$ cat src/rtl/fcc_way_arbiter.sv
// fcc_way_arbiter: shares one fcc_executer among WAY_NUM fcc_scheduler ways.
// Round-robin grant in IDLE, command held in ISSUE until the executer drops ready,
// completion in FIN when ready returns. A watchdog aborts a command the executer never takes.
module fcc_way_arbiter #(
   parameter int WAY_NUM = 4,
   parameter int TIMEOUT = 1024
) (
   input  logic                   usr_clk,
   input  logic                   usr_rst,
   input  logic [WAY_NUM-1:0]     i_req_valid,
   output logic [WAY_NUM-1:0]     o_req_ready,
   input  logic [16*WAY_NUM-1:0]  i_req_cmd,
   input  logic [16*WAY_NUM-1:0]  i_req_cmd_id,
   input  logic [48*WAY_NUM-1:0]  i_req_addr,
   input  logic [64*WAY_NUM-1:0]  i_req_data,
   input  logic [32*WAY_NUM-1:0]  i_req_param,
   input  logic [2*WAY_NUM-1:0]   i_req_type,
   output logic [WAY_NUM-1:0]     o_req_done,
   output logic                   o_exe_valid,
   input  logic                   i_exe_ready,
   output logic [15:0]            o_exe_cmd,
   output logic [15:0]            o_exe_cmd_id,
   output logic [47:0]            o_exe_addr,
   output logic [63:0]            o_exe_data,
   output logic [31:0]            o_exe_param,
   output logic [1:0]             o_exe_type,
   output logic [2:0]             o_exe_way,
   output logic                   o_busy,
   output logic                   o_err,
   output logic [2:0]             o_err_way
);

   typedef enum logic [1:0] {
      ST_IDLE  = 2'd0,
      ST_ISSUE = 2'd1,
      ST_FIN   = 2'd2
   } state_t;

   state_t               state_q, state_d;
   logic [2:0]           ptr_q, ptr_d;
   logic [15:0]          cnt_q, cnt_d;
   logic                 exe_valid_q, exe_valid_d;
   logic                 busy_q, busy_d;
   logic                 err_q, err_d;
   logic [2:0]           err_way_q, err_way_d;
   logic [2:0]           exe_way_q, exe_way_d;
   logic [WAY_NUM-1:0]   done_q, done_d;
   logic [WAY_NUM-1:0]   ready_q, ready_d;
   logic [15:0]          exe_cmd_q, exe_cmd_d;
   logic [15:0]          exe_cmd_id_q, exe_cmd_id_d;
   logic [47:0]          exe_addr_q, exe_addr_d;
   logic [63:0]          exe_data_q, exe_data_d;
   logic [31:0]          exe_param_q, exe_param_d;
   logic [1:0]           exe_type_q, exe_type_d;

   logic                 gnt_vld_s;
   logic [2:0]           gnt_idx_s;
   logic                 sel_s;
   logic [15:0]          gnt_cmd_s;
   logic [15:0]          gnt_cmd_id_s;
   logic [47:0]          gnt_addr_s;
   logic [63:0]          gnt_data_s;
   logic [31:0]          gnt_param_s;
   logic [1:0]           gnt_type_s;

   // Round-robin pick: lowest valid way above ptr wins, otherwise lowest valid way at/below ptr
   always_comb begin
      gnt_vld_s    = |i_req_valid;
      gnt_idx_s    = 3'd0;
      sel_s        = 1'b0;
      gnt_cmd_s    = 16'd0;
      gnt_cmd_id_s = 16'd0;
      gnt_addr_s   = 48'd0;
      gnt_data_s   = 64'd0;
      gnt_param_s  = 32'd0;
      gnt_type_s   = 2'd0;
      // Wrapped-around group first so the group after ptr overrides it (last hit wins)
      for (int w = WAY_NUM - 1; w >= 0; w--) begin
         gnt_idx_s = (i_req_valid[w] && (int'(ptr_q) >= w)) ? 3'(w) : gnt_idx_s;
      end
      for (int w = WAY_NUM - 1; w >= 0; w--) begin
         gnt_idx_s = (i_req_valid[w] && (int'(ptr_q) < w)) ? 3'(w) : gnt_idx_s;
      end
      // One-hot AND-OR payload mux keyed by the chosen index
      for (int w = 0; w < WAY_NUM; w++) begin
         sel_s        = (3'(w) == gnt_idx_s);
         gnt_cmd_s    = gnt_cmd_s    | ({16{sel_s}} & i_req_cmd[w*16 +: 16]);
         gnt_cmd_id_s = gnt_cmd_id_s | ({16{sel_s}} & i_req_cmd_id[w*16 +: 16]);
         gnt_addr_s   = gnt_addr_s   | ({48{sel_s}} & i_req_addr[w*48 +: 48]);
         gnt_data_s   = gnt_data_s   | ({64{sel_s}} & i_req_data[w*64 +: 64]);
         gnt_param_s  = gnt_param_s  | ({32{sel_s}} & i_req_param[w*32 +: 32]);
         gnt_type_s   = gnt_type_s   | ({2{sel_s}}  & i_req_type[w*2 +: 2]);
      end
   end

   // Next-state logic for the IDLE/ISSUE/FIN controller and all registered outputs
   always_comb begin
      state_d      = state_q;
      ptr_d        = ptr_q;
      cnt_d        = cnt_q;
      exe_valid_d  = exe_valid_q;
      err_d        = 1'b0;
      err_way_d    = err_way_q;
      exe_way_d    = exe_way_q;
      done_d       = {WAY_NUM{1'b0}};
      exe_cmd_d    = exe_cmd_q;
      exe_cmd_id_d = exe_cmd_id_q;
      exe_addr_d   = exe_addr_q;
      exe_data_d   = exe_data_q;
      exe_param_d  = exe_param_q;
      exe_type_d   = exe_type_q;

      case (state_q)
         ST_IDLE: begin
            if (gnt_vld_s) begin
               state_d      = ST_ISSUE;
               exe_valid_d  = 1'b1;
               cnt_d        = 16'd0;
               exe_way_d    = gnt_idx_s;
               exe_cmd_d    = gnt_cmd_s;
               exe_cmd_id_d = gnt_cmd_id_s;
               exe_addr_d   = gnt_addr_s;
               exe_data_d   = gnt_data_s;
               exe_param_d  = gnt_param_s;
               exe_type_d   = gnt_type_s;
            end else begin
               state_d = ST_IDLE;
            end
         end
         ST_ISSUE: begin
            if (!i_exe_ready) begin
               state_d     = ST_FIN;
               exe_valid_d = 1'b0;
            end else if (cnt_q == 16'(TIMEOUT - 1)) begin
               // Executer never accepted: abort without a completion pulse
               state_d     = ST_IDLE;
               exe_valid_d = 1'b0;
               err_d       = 1'b1;
               err_way_d   = exe_way_q;
               ptr_d       = exe_way_q;
            end else begin
               cnt_d = cnt_q + 16'd1;
            end
         end
         ST_FIN: begin
            if (i_exe_ready) begin
               state_d = ST_IDLE;
               ptr_d   = exe_way_q;
               for (int w = 0; w < WAY_NUM; w++) begin
                  done_d[w] = (3'(w) == exe_way_q);
               end
            end else begin
               state_d = ST_FIN;
            end
         end
         default: begin
            state_d     = ST_IDLE;
            exe_valid_d = 1'b0;
         end
      endcase

      // Prefetch permission only for idle ways while the arbiter will be free next cycle
      for (int w = 0; w < WAY_NUM; w++) begin
         ready_d[w] = (state_d == ST_IDLE) & ~i_req_valid[w];
      end
      busy_d = (state_d != ST_IDLE);
   end

   // State and output registers with synchronous active-high reset
   always_ff @(posedge usr_clk) begin
      if (usr_rst) begin
         state_q      <= ST_IDLE;
         ptr_q        <= 3'(WAY_NUM - 1);
         cnt_q        <= 16'd0;
         exe_valid_q  <= 1'b0;
         busy_q       <= 1'b0;
         err_q        <= 1'b0;
         err_way_q    <= 3'd0;
         exe_way_q    <= 3'd0;
         done_q       <= {WAY_NUM{1'b0}};
         ready_q      <= {WAY_NUM{1'b0}};
         exe_cmd_q    <= 16'd0;
         exe_cmd_id_q <= 16'd0;
         exe_addr_q   <= 48'd0;
         exe_data_q   <= 64'd0;
         exe_param_q  <= 32'd0;
         exe_type_q   <= 2'd0;
      end else begin
         state_q      <= state_d;
         ptr_q        <= ptr_d;
         cnt_q        <= cnt_d;
         exe_valid_q  <= exe_valid_d;
         busy_q       <= busy_d;
         err_q        <= err_d;
         err_way_q    <= err_way_d;
         exe_way_q    <= exe_way_d;
         done_q       <= done_d;
         ready_q      <= ready_d;
         exe_cmd_q    <= exe_cmd_d;
         exe_cmd_id_q <= exe_cmd_id_d;
         exe_addr_q   <= exe_addr_d;
         exe_data_q   <= exe_data_d;
         exe_param_q  <= exe_param_d;
         exe_type_q   <= exe_type_d;
      end
   end

   assign o_req_ready  = ready_q;
   assign o_req_done   = done_q;
   assign o_exe_valid  = exe_valid_q;
   assign o_exe_cmd    = exe_cmd_q;
   assign o_exe_cmd_id = exe_cmd_id_q;
   assign o_exe_addr   = exe_addr_q;
   assign o_exe_data   = exe_data_q;
   assign o_exe_param  = exe_param_q;
   assign o_exe_type   = exe_type_q;
   assign o_exe_way    = exe_way_q;
   assign o_busy       = busy_q;
   assign o_err        = err_q;
   assign o_err_way    = err_way_q;

endmodule

$ cat config.mk
export PLATFORM = sky130hd
export DESIGN_NAME = fcc_way_arbiter
export DESIGN_NICKNAME = d
export VERILOG_FILES = /design/src/rtl/fcc_way_arbiter.sv
export SDC_FILE = /design/constraint.sdc
export NUM_CORES = 1
export LEC_CHECK = 0
export CAP_MARGIN = 5
export CORE_AREA = 2 2 359 361
export DETAILED_ROUTE_END_ITERATION = 10
export DIE_AREA = 0 0 361 363
export GPL_TIMING_DRIVEN = 0
export HOLD_SLACK_MARGIN = 0.06
export PLACE_DENSITY = 0.34
export SETUP_SLACK_MARGIN = 0.2
export SYNTH_ARGS = -nofsm -noshare
export SYNTH_HDL_FRONTEND = slang
export SYNTH_SLANG_ARGS = --single-unit
$ cat constraint.sdc
create_clock -name usr_clk -period 4.29 [get_ports usr_clk]
set_input_delay 0.429 -clock usr_clk [delete_from_list [all_inputs] [get_ports usr_clk]]
set_output_delay 0.429 -clock usr_clk [all_outputs]
set_load 0.01 [all_outputs]
# ---- Word-level counts from Yosys, hierarchy flattened
# Index checks and enable logic that the tools add are counted.
# W data, S select, Z words.
dict set report classes {
  n_addsub 1
  n_lt_le_gt_ge 6
  n_eq_ne 15
  muxes 25
  bitwise 53
  n_reduce_logical 21
}
# operator count
set op_table {}
lappend op_table {{$and A64 B64 Y64} 4}
lappend op_table {{$and A48 B48 Y48} 4}
lappend op_table {{$or A64 B64 Y64} 3}
lappend op_table {{$or A48 B48 Y48} 3}
lappend op_table {{$and A16 B16 Y16} 8}
lappend op_table {{$and A32 B32 Y32} 4}
lappend op_table {{$or A16 B16 Y16} 6}
lappend op_table {{$or A32 B32 Y32} 3}
lappend op_table {{$mux W16} 3}
lappend op_table {{$pmux W16 S2} 1}
lappend op_table {{$mux W2} 10}
lappend op_table {{$add A16 B1 Y16 const B} 1}
lappend op_table {{$eq A16 B10 Y1 const B} 1}
lappend op_table {{$ne A2 B2 Y1 const B} 5}
lappend op_table {{$mux W3} 3}
lappend op_table {{$and A2 B2 Y2} 4}
lappend op_table {{$reduce_and A4 Y1} 2}
lappend op_table {{$not A1 Y1} 7}
lappend op_table {{$eq A2 B3 Y1 const A} 2}
lappend op_table {{$ge A3 B2 Y1 const B} 2}
lappend op_table {{$logic_and A1 B1 Y1} 6}
lappend op_table {{$logic_not A3 Y1} 2}
lappend op_table {{$lt A3 B2 Y1 const B} 2}
lappend op_table {{$or A2 B2 Y2} 3}
lappend op_table {{other kinds (19)} 32}
dict set report totals {
  regBits 216
  in_bits 719
  out_inout_bits 195
  elab_cells 137
}

# ---- Longest topological paths before layout
# Gate-level depths: netlist (run 1).
dict set report logic_depth {
  depth_word 14
  mapped_depth 8
  ltp_nobuf 6
}

# ---- Least setup slack after synthesis (run 1)
# OpenSTA, ideal clock, no wires.
dict set report synth_timing {
  kind {input port to flip-flop}
  from {input i_req_valid[1]}
  to {register exe_addr_q[15], in the netlist o_exe_addr[15]}
  arrival_time_ns 1.749
  t_required_ns 4.199
  setup_slack_ns 2.450
  stages 8
  path_buffers 4
  path_cell_list {buf_2 o21ai_1 o211a_1 buf_2 buf_2 buf_2 a221oi_2 a311oi_1}
}
dict set report synth_via {
  elab_chain_cells 11
  elab_cells_between_ends 20
  cone_classes {3 x eq/ne; 5 x mux; 7 x bitwise; 5 x reduce/logical}
}
# element line
set synth_lines {}
lappend synth_lines {{from (decl)} 10} ;# input logic [WAY_NUM-1:0] i_req_valid,
lappend synth_lines {{$logic_and A1 B1 Y1} 79} ;# gnt_idx_s = (i_req_valid[w] && (int'(ptr_q) >= w)) ? 3'(w) : gnt_idx_s;
lappend synth_lines {{$mux W2 (2 in a row)} 79}
lappend synth_lines {{$mux W2 (3 in a row)} 82} ;# gnt_idx_s = (i_req_valid[w] && (int'(ptr_q) < w)) ? 3'(w) : gnt_idx_s;
lappend synth_lines {{$eq A1 B2 Y1 or $logic_not A3 Y1 (tied branches)} 86} ;# sel_s = (3'(w) == gnt_idx_s);
lappend synth_lines {{$and A48 B48 Y48} 89} ;# gnt_addr_s = gnt_addr_s | ({48{sel_s}} & i_req_addr[w*48 +: 48]);
lappend synth_lines {{$or A48 B48 Y48 (3 in a row)} 89}
lappend synth_lines {{to (signal assigned)} 201} ;# exe_addr_q <= exe_addr_d;
lappend synth_lines {{to (decl)} 51} ;# logic [47:0] exe_addr_q, exe_addr_d;
# Parallel ways exist; a longest one is shown, timed or not.
# A chain may end at the register's enable or synchronous reset.

# ---- Worst setup path after layout (run 1)
dict set report layout_timing {
  from {input i_req_valid[3]}
  to {register exe_cmd_q[0], in the netlist o_exe_cmd[0]}
}
dict set report layout_via {
  elab_chain_cells 13
  elab_cells_between_ends 22
  cone_classes {3 x eq/ne; 7 x mux; 7 x bitwise; 5 x reduce/logical}
}
# element line
set layout_lines {}
lappend layout_lines {{$logic_and A1 B1 Y1} 79}
lappend layout_lines {{$mux W2 (4 in a row)} 79}
lappend layout_lines {{$mux W2 (3 in a row)} 82}
lappend layout_lines {{$eq A1 B2 Y1 or $logic_not A3 Y1 (tied branches)} 86}
lappend layout_lines {{$and A16 B16 Y16} 87} ;# gnt_cmd_s = gnt_cmd_s | ({16{sel_s}} & i_req_cmd[w*16 +: 16]);
lappend layout_lines {{$or A16 B16 Y16 (3 in a row)} 87}
lappend layout_lines {{to (signal assigned)} 199} ;# exe_cmd_q <= exe_cmd_d;
lappend layout_lines {{to (decl)} 49} ;# logic [15:0] exe_cmd_q, exe_cmd_d;
# Parallel ways exist; a longest one is shown, timed or not.

==> results of run 1 <==
where the power goes:
group / leakage (nW) / switching (mW) / internal [mW]
sequential: 1.76 / 0.170 / 2.23
combinational: 5.37 / 1.48 / 1.35
clock: 0.581 / 1.24 / 1.86
worst paths after layout:
kind | startpoint | to | slack (ns) | depth (start not counted)
hold reg to reg | o_err_way[0] | o_err_way[0] | 0.46 | 2
setup reg to reg | ptr_q[1] | o_exe_cmd_id[4] | 1.12 | 7
hold / removal | i_req_valid[1] | o_req_ready[1] | 0.16 | 2
setup / recovery | i_req_valid[3] | o_exe_cmd[0] | 0.87 | 7
routing by layer:
layer	up-vias	wire [um]	GRT usage [%]
met5	-	204	0.581
met4	18	3380	4.85
met3	132	7970	4.51
met2	687	52100	27.1
met1	7237	46100	19.4
li1	7198	-	-
cells in the mapped netlist (2+ instances only):
cell / instances / share of area (%)
a21oi_1: 14 / 0.64
a221oi_1: 148 / 12
a221oi_2: 30 / 4.1
a311oi_1: 103 / 8.2
a31oi_1: 75 / 4.3
and3_1: 2 / 0.11
and4_1: 4 / 0.32
buf_1: 7 / 0.24
buf_2: 36 / 1.6
buf_4: 13 / 0.89
clkbuf_1: 91 / 3.1
dfxtp_1: 213 / 39
inv_1: 5 / 0.17
nand2_1: 370 / 13
nand2b_1: 3 / 0.17
nand3_1: 12 / 0.55
nand3b_1: 2 / 0.14
nand4_1: 4 / 0.23
nor2_1: 124 / 4.2
nor2_2: 2 / 0.11
nor2b_1: 3 / 0.17
nor4_1: 3 / 0.17
o211a_1: 3 / 0.27
o21ai_0: 84 / 3.8
o21ai_1: 3 / 0.14
o31ai_1: 3 / 0.20
or3_1: 4 / 0.23
or4_1: 3 / 0.20
xnor2_1: 6 / 0.48
xor2_1: 3 / 0.24
sequential cells by signal (all words and copies together) (netlist names), 4 cells and up:
register,cells
o_exe_data,64
o_exe_addr,48
o_exe_param,32
cnt_q,16
o_exe_cmd,16
o_exe_cmd_id,16
o_req_done,4
o_req_ready,4
logic make-up after synthesis:
| kind of cell | count (synthesis) | share of synthesized area, % |
|---|---|---|
| other | 1 | 0.0341 |
| adder cells (fa/ha/maj) | 1 | 0.114 |
| AO/OA/AOI/OAI | 475 | 34.6 |
| XOR/XNOR | 9 | 0.716 |
| buffers and inverters | 153 | 6.07 |
| flip-flops | 213 | 38.7 |
| AND/OR/NAND/NOR | 543 | 19.7 |
cell type report:
class / count / area [um^2] / share of cell area (%)
clock buffers: 53 / 1040 / 4.47
inverters: 6 / 22.5 / 0.0963
plain buffers: 147 / 647 / 2.77
clock inverters: 9 / 135 / 0.578
diodes: 6 / 15.0 / 0.0642
repair buffers: 909 / 9100 / 38.9
well taps: 1662 / 2080 / 8.89
multi-input cells: 1030 / 6080 / 26.0
flip-flops and latches: 213 / 4260 / 18.2
==> results_dict.tcl, run 1 <==
set metrics [dict create \
    end_kind "register" \
    start_kind "input pin" \
    crit_buf_inv 3 \
    maxSlewViolCount 0 \
    cts_setup_buffers 0 \
    wl_per_cell_um 27.2 \
    drive_above_1_share_pct 5.96 \
    vias_per_cell 3.78 \
    dr_total_vias 15300 \
    outcome "finished clean" \
    fin_tns_setup_ns 0 \
    ios 914 \
    syn_area_um2 11000 \
    drcViolationCount 0 \
    worstSetupPathType "in -> reg" \
    clock-root-buffer "clkbuf_16" \
    htree_num_levels 2 \
    relSlewSlack_pct 8.09 \
    n_fill_cell 14300 \
    tightest_slew_ns 1.38 \
    synth-main-ff-cell "dfxtp_1" \
    required_ns 4.78 \
    clock.fmax_mhz 292 \
    grt_overflow_total 0 \
    cellLeakagePower_nw 7.72 \
    final_common_cell "clkdlybuf4s50_1" \
    drv_cap 0 \
    finalHoldViolCount 0 \
    cts_tree "yes" \
    cp_slowest_cell "o2bb2ai_2" \
    core-area_um2 127000 \
    crit_fanout 10 \
    pre_cts_ws_ns 0.211 \
    drt_iter0_drc 770 \
    place_inst 3967 \
    synth-seq-cells 213 \
    setup_viol 0 \
    synth_edf_count 0 \
    final_cell_mix "clkdlybuf4s50_1 (909), nand2_1 (370), dfxtp_1 (213)" \
    netlist_instances 1395 \
    wl_um 110000 \
    synthToLayoutAreaGrowth_pct 112 \
    grt_max_degree 11 \
    cp_cell_sequence "clkdlybuf4s50_1, or2_1, o2bb2ai_2, buf_4, clkbuf_1, a221oi_1, a31oi_1" \
    cts_buffers 35 \
    die_area_um2 131000 \
    async_flop_share_pct 0 \
    clkSinkCount 213 \
    die_w_um 361 \
    p_per_area_nw_per_um2 356 \
    final_area_um2 23400 \
    grt_pass1_vias 16000 \
    io_buffers 909 \
    antenna_found_initial 30 \
    cts_hold_buf 0 \
    ys_seq_area_share_pct 38.7 \
    critical_path.top_delay_family "buffers and inverters" \
    hpwl_um 91100 \
    finalNonFillerCells 4035 \
    ant_nets 0 \
    place_area_um2 22200 \
    clkLatencyLatePin_ns 0.58 \
    cts_buffer_depth 3 \
    rsz0062_at_grt "no" \
    grt_pass1_wl_um 143000 \
    hold_ws_ns 0.161 \
    timing.final.crit_period_ns 3.42 \
    finalCritPeriodShare_pct 79.7 \
    ys_types 52 \
    ir_drop_v 0.000212 \
    grtUsageTotal_pct 16.0 \
    die-height_um 363 \
    fp-row-count 131 \
    drt-pass1-iter-count 6 \
    ys.warnings.count 0 \
    total_power_mw 8.33 \
    worstHoldPathType "in -> reg" \
    cts.repair.resized 0 \
    fin_nets 3062 \
    clkTransAtPathRegs_ns 0.05 \
    fin_skew_ns 0.0263 \
    slowest_delay_ns 0.89 \
    post-route-util_pct 18.4 \
    place.gp.congestion 0.843 \
    cp.arrival_ns 3.92 \
    syn_area_per_cell_um2 7.89 \
    layout_setup_ws_ns 0.869 \
    start_util_pct 8.67 \
]
Note: power is estimated with default switching activity, not from simulation.
==> run 2: changes to the inputs <==
- CORE_AREA: 2 2 359 361 -> 2 2 360 362
- DIE_AREA: 0 0 361 363 -> 0 0 362 364
- PLACE_DENSITY: 0.34 -> 0.35
- clock period: 4.29 -> 3.1 ns (I/O delays scaled with it)
==> run 2 against run 1 <==
Net effect:
- total power up 40%
- worst hold slack better by 0.13 ns
- die area up 0.55%
- setup slack worse by 0.57 ns
- critical path type unchanged
==> results_dict.tcl, run 2 (same netlist as run 1, synthesis figures left out) <==
set metrics [dict create \
    p_clk_share_pct 37.9 \
    cts_buffer_depth 3 \
    ant_nets 0 \
    core-area_um2 128000 \
    outcome "finished clean" \
    cp_cell_sequence "clkdlybuf4s50_1, nor2_1, a211oi_2, buf_2, clkbuf_1, o21ai_0, a31oi_1" \
    fp-row-count 132 \
    synthToLayoutAreaGrowth_pct 114 \
    cp.arrival_ns 3.30 \
    tightest_slew_ns 1.09 \
    cellLeakagePower_nw 7.79 \
    die_w_um 362 \
    n_fill_cell 14500 \
    clock-root-buffer "clkbuf_16" \
    maxSlewViolCount 0 \
    crit_fanout 11 \
    ios 914 \
    pwr-share-comb_pct 33.6 \
    dr_total_vias 15400 \
    worstHoldPathType "in -> reg" \
    final_common_cell "clkdlybuf4s50_1" \
    grt_pass1_vias 15900 \
    drt-pass1-iter-count 5 \
    vias_per_cell 3.79 \
    largest_reg_flops 64 \
    relSlewSlack_pct 27.5 \
    place.gp.congestion 0.854 \
    crit_buf_inv 3 \
    wl_per_cell_um 27.3 \
    clkSinkCount 213 \
    drv_cap 0 \
    worstSetupPathType "in -> reg" \
    hold_ws_ns 0.286 \
    fin_nets 3066 \
    die-height_um 364 \
    total_power_mw 11.6 \
    p_sw_mw 3.98 \
    switching_share_pct 34.3 \
    final_cell_mix "clkdlybuf4s50_1 (909), nand2_1 (370), dfxtp_1 (213)" \
    pre_cts_ws_ns -1.00 \
    fin_tns_setup_ns 0 \
    end_kind "register" \
    setup_viol 0 \
    grt_max_degree 11 \
    start_util_pct 8.58 \
    required_ns 3.60 \
    timing.final.crit_period_ns 2.80 \
    drive_above_1_share_pct 6.66 \
    start_kind "input pin" \
    grt_pass1_wl_um 143000 \
    htree_num_levels 2 \
    critical_path.top_delay_family "buffers and inverters" \
    io_buffers 909 \
    power_frac_seq_pct 28.5 \
    fin_skew_ns 0.0262 \
    p_int_mw 7.65 \
    clock.fmax_mhz 357 \
    rsz0062_at_grt "no" \
    antenna_found_initial 36 \
    finalCritPeriodShare_pct 90.2 \
    finalNonFillerCells 4056 \
    clkTransAtPathRegs_ns 0.06 \
    finalHoldViolCount 0 \
    cts_tree "yes" \
    grtUsageTotal_pct 16.0 \
    cts_buffers 36 \
    drt_iter0_drc 859 \
    wl_um 111000 \
    slowest_delay_ns 0.75 \
    place_inst 3980 \
    grt_overflow_total 0 \
    layout_setup_ws_ns 0.302 \
    hpwl_um 91800 \
    p_per_area_nw_per_um2 494 \
    die_area_um2 132000 \
    ir_drop_v 0.000297 \
    drcViolationCount 0 \
    clkLatencyLatePin_ns 0.58 \
    cp_slowest_cell "clkbuf_1" \
]
run 2: final timing paths:
path | depth (start not counted) | slack, ns | from | end
hold reg to reg | 2 | 0.46 | o_err_way[1] | o_err_way[1]
setup / recovery | 7 | 0.30 | i_req_valid[3] | o_exe_data[15]
setup reg to reg | 7 | 0.43 | cnt_q[0] | o_req_ready[3]
hold / removal | 3 | 0.29 | i_req_addr[181] | o_exe_addr[37]
run 2: final cells by class:
cell class	instances	area, um^2	share of cell area [%]
Inverter	6	22.5	0.0957
Buffer	147	664	2.82
Clock buffer	50	1040	4.44
Sequential cell	213	4260	18.1
Multi-Input combinational cell	1030	6110	26.0
Tap cell	1675	2100	8.91
Clock inverter	14	178	0.755
Timing Repair Buffer	912	9120	38.8
Antenna cell	9	22.5	0.0957
run 2: what timing repair did:
item                                    4_1_cts  5_1_grt
endpoints found under the setup margin       94       26
hold buffers                                  1        0
gates resized for setup                       9       12
buffers inserted                              0        2
endpoints found under the hold margin         1        0
pin swaps                                     0        1
run 2: power by group through the flow:
stage                     combinational (mW)  clock, mW  sequential (mW)
after floorplan                         1.13          0             3.46
after global placement                  4.01          0             3.37
after detailed placement                3.98          0             3.37
after CTS                               4.01       4.66             3.32
after global routing                    4.18       4.70             3.36
final                                   3.91       4.40             3.32
run 2: routing by layer:
layer / GRT usage [%] / part of all wire [%] / up-vias
li1: - / - / 7206
met1: 19.4 / 41 / 7332
met2: 27.2 / 48 / 690
met3: 4.96 / 7.9 / 123
met5: 0 / 0.13 / -
met4: 4.58 / 2.7 / 22
run 2: tightest hold or removal path, delay by kind of cell:
family | cells | cell delay (ns)
buf+inv | 1 | 0.40
compound gates | 1 | 0.07
simple gates | 1 | 0.06
run 2: metrics by stage:
step | util, % | cell area, um^2
after global routing | 18.3 | 23500
after detailed placement | 17.3 | 22200
after floorplan | - | 11000
after global placement | 17.3 | 22200
after CTS | 18.3 | 23500
final | 18.3 | 23500
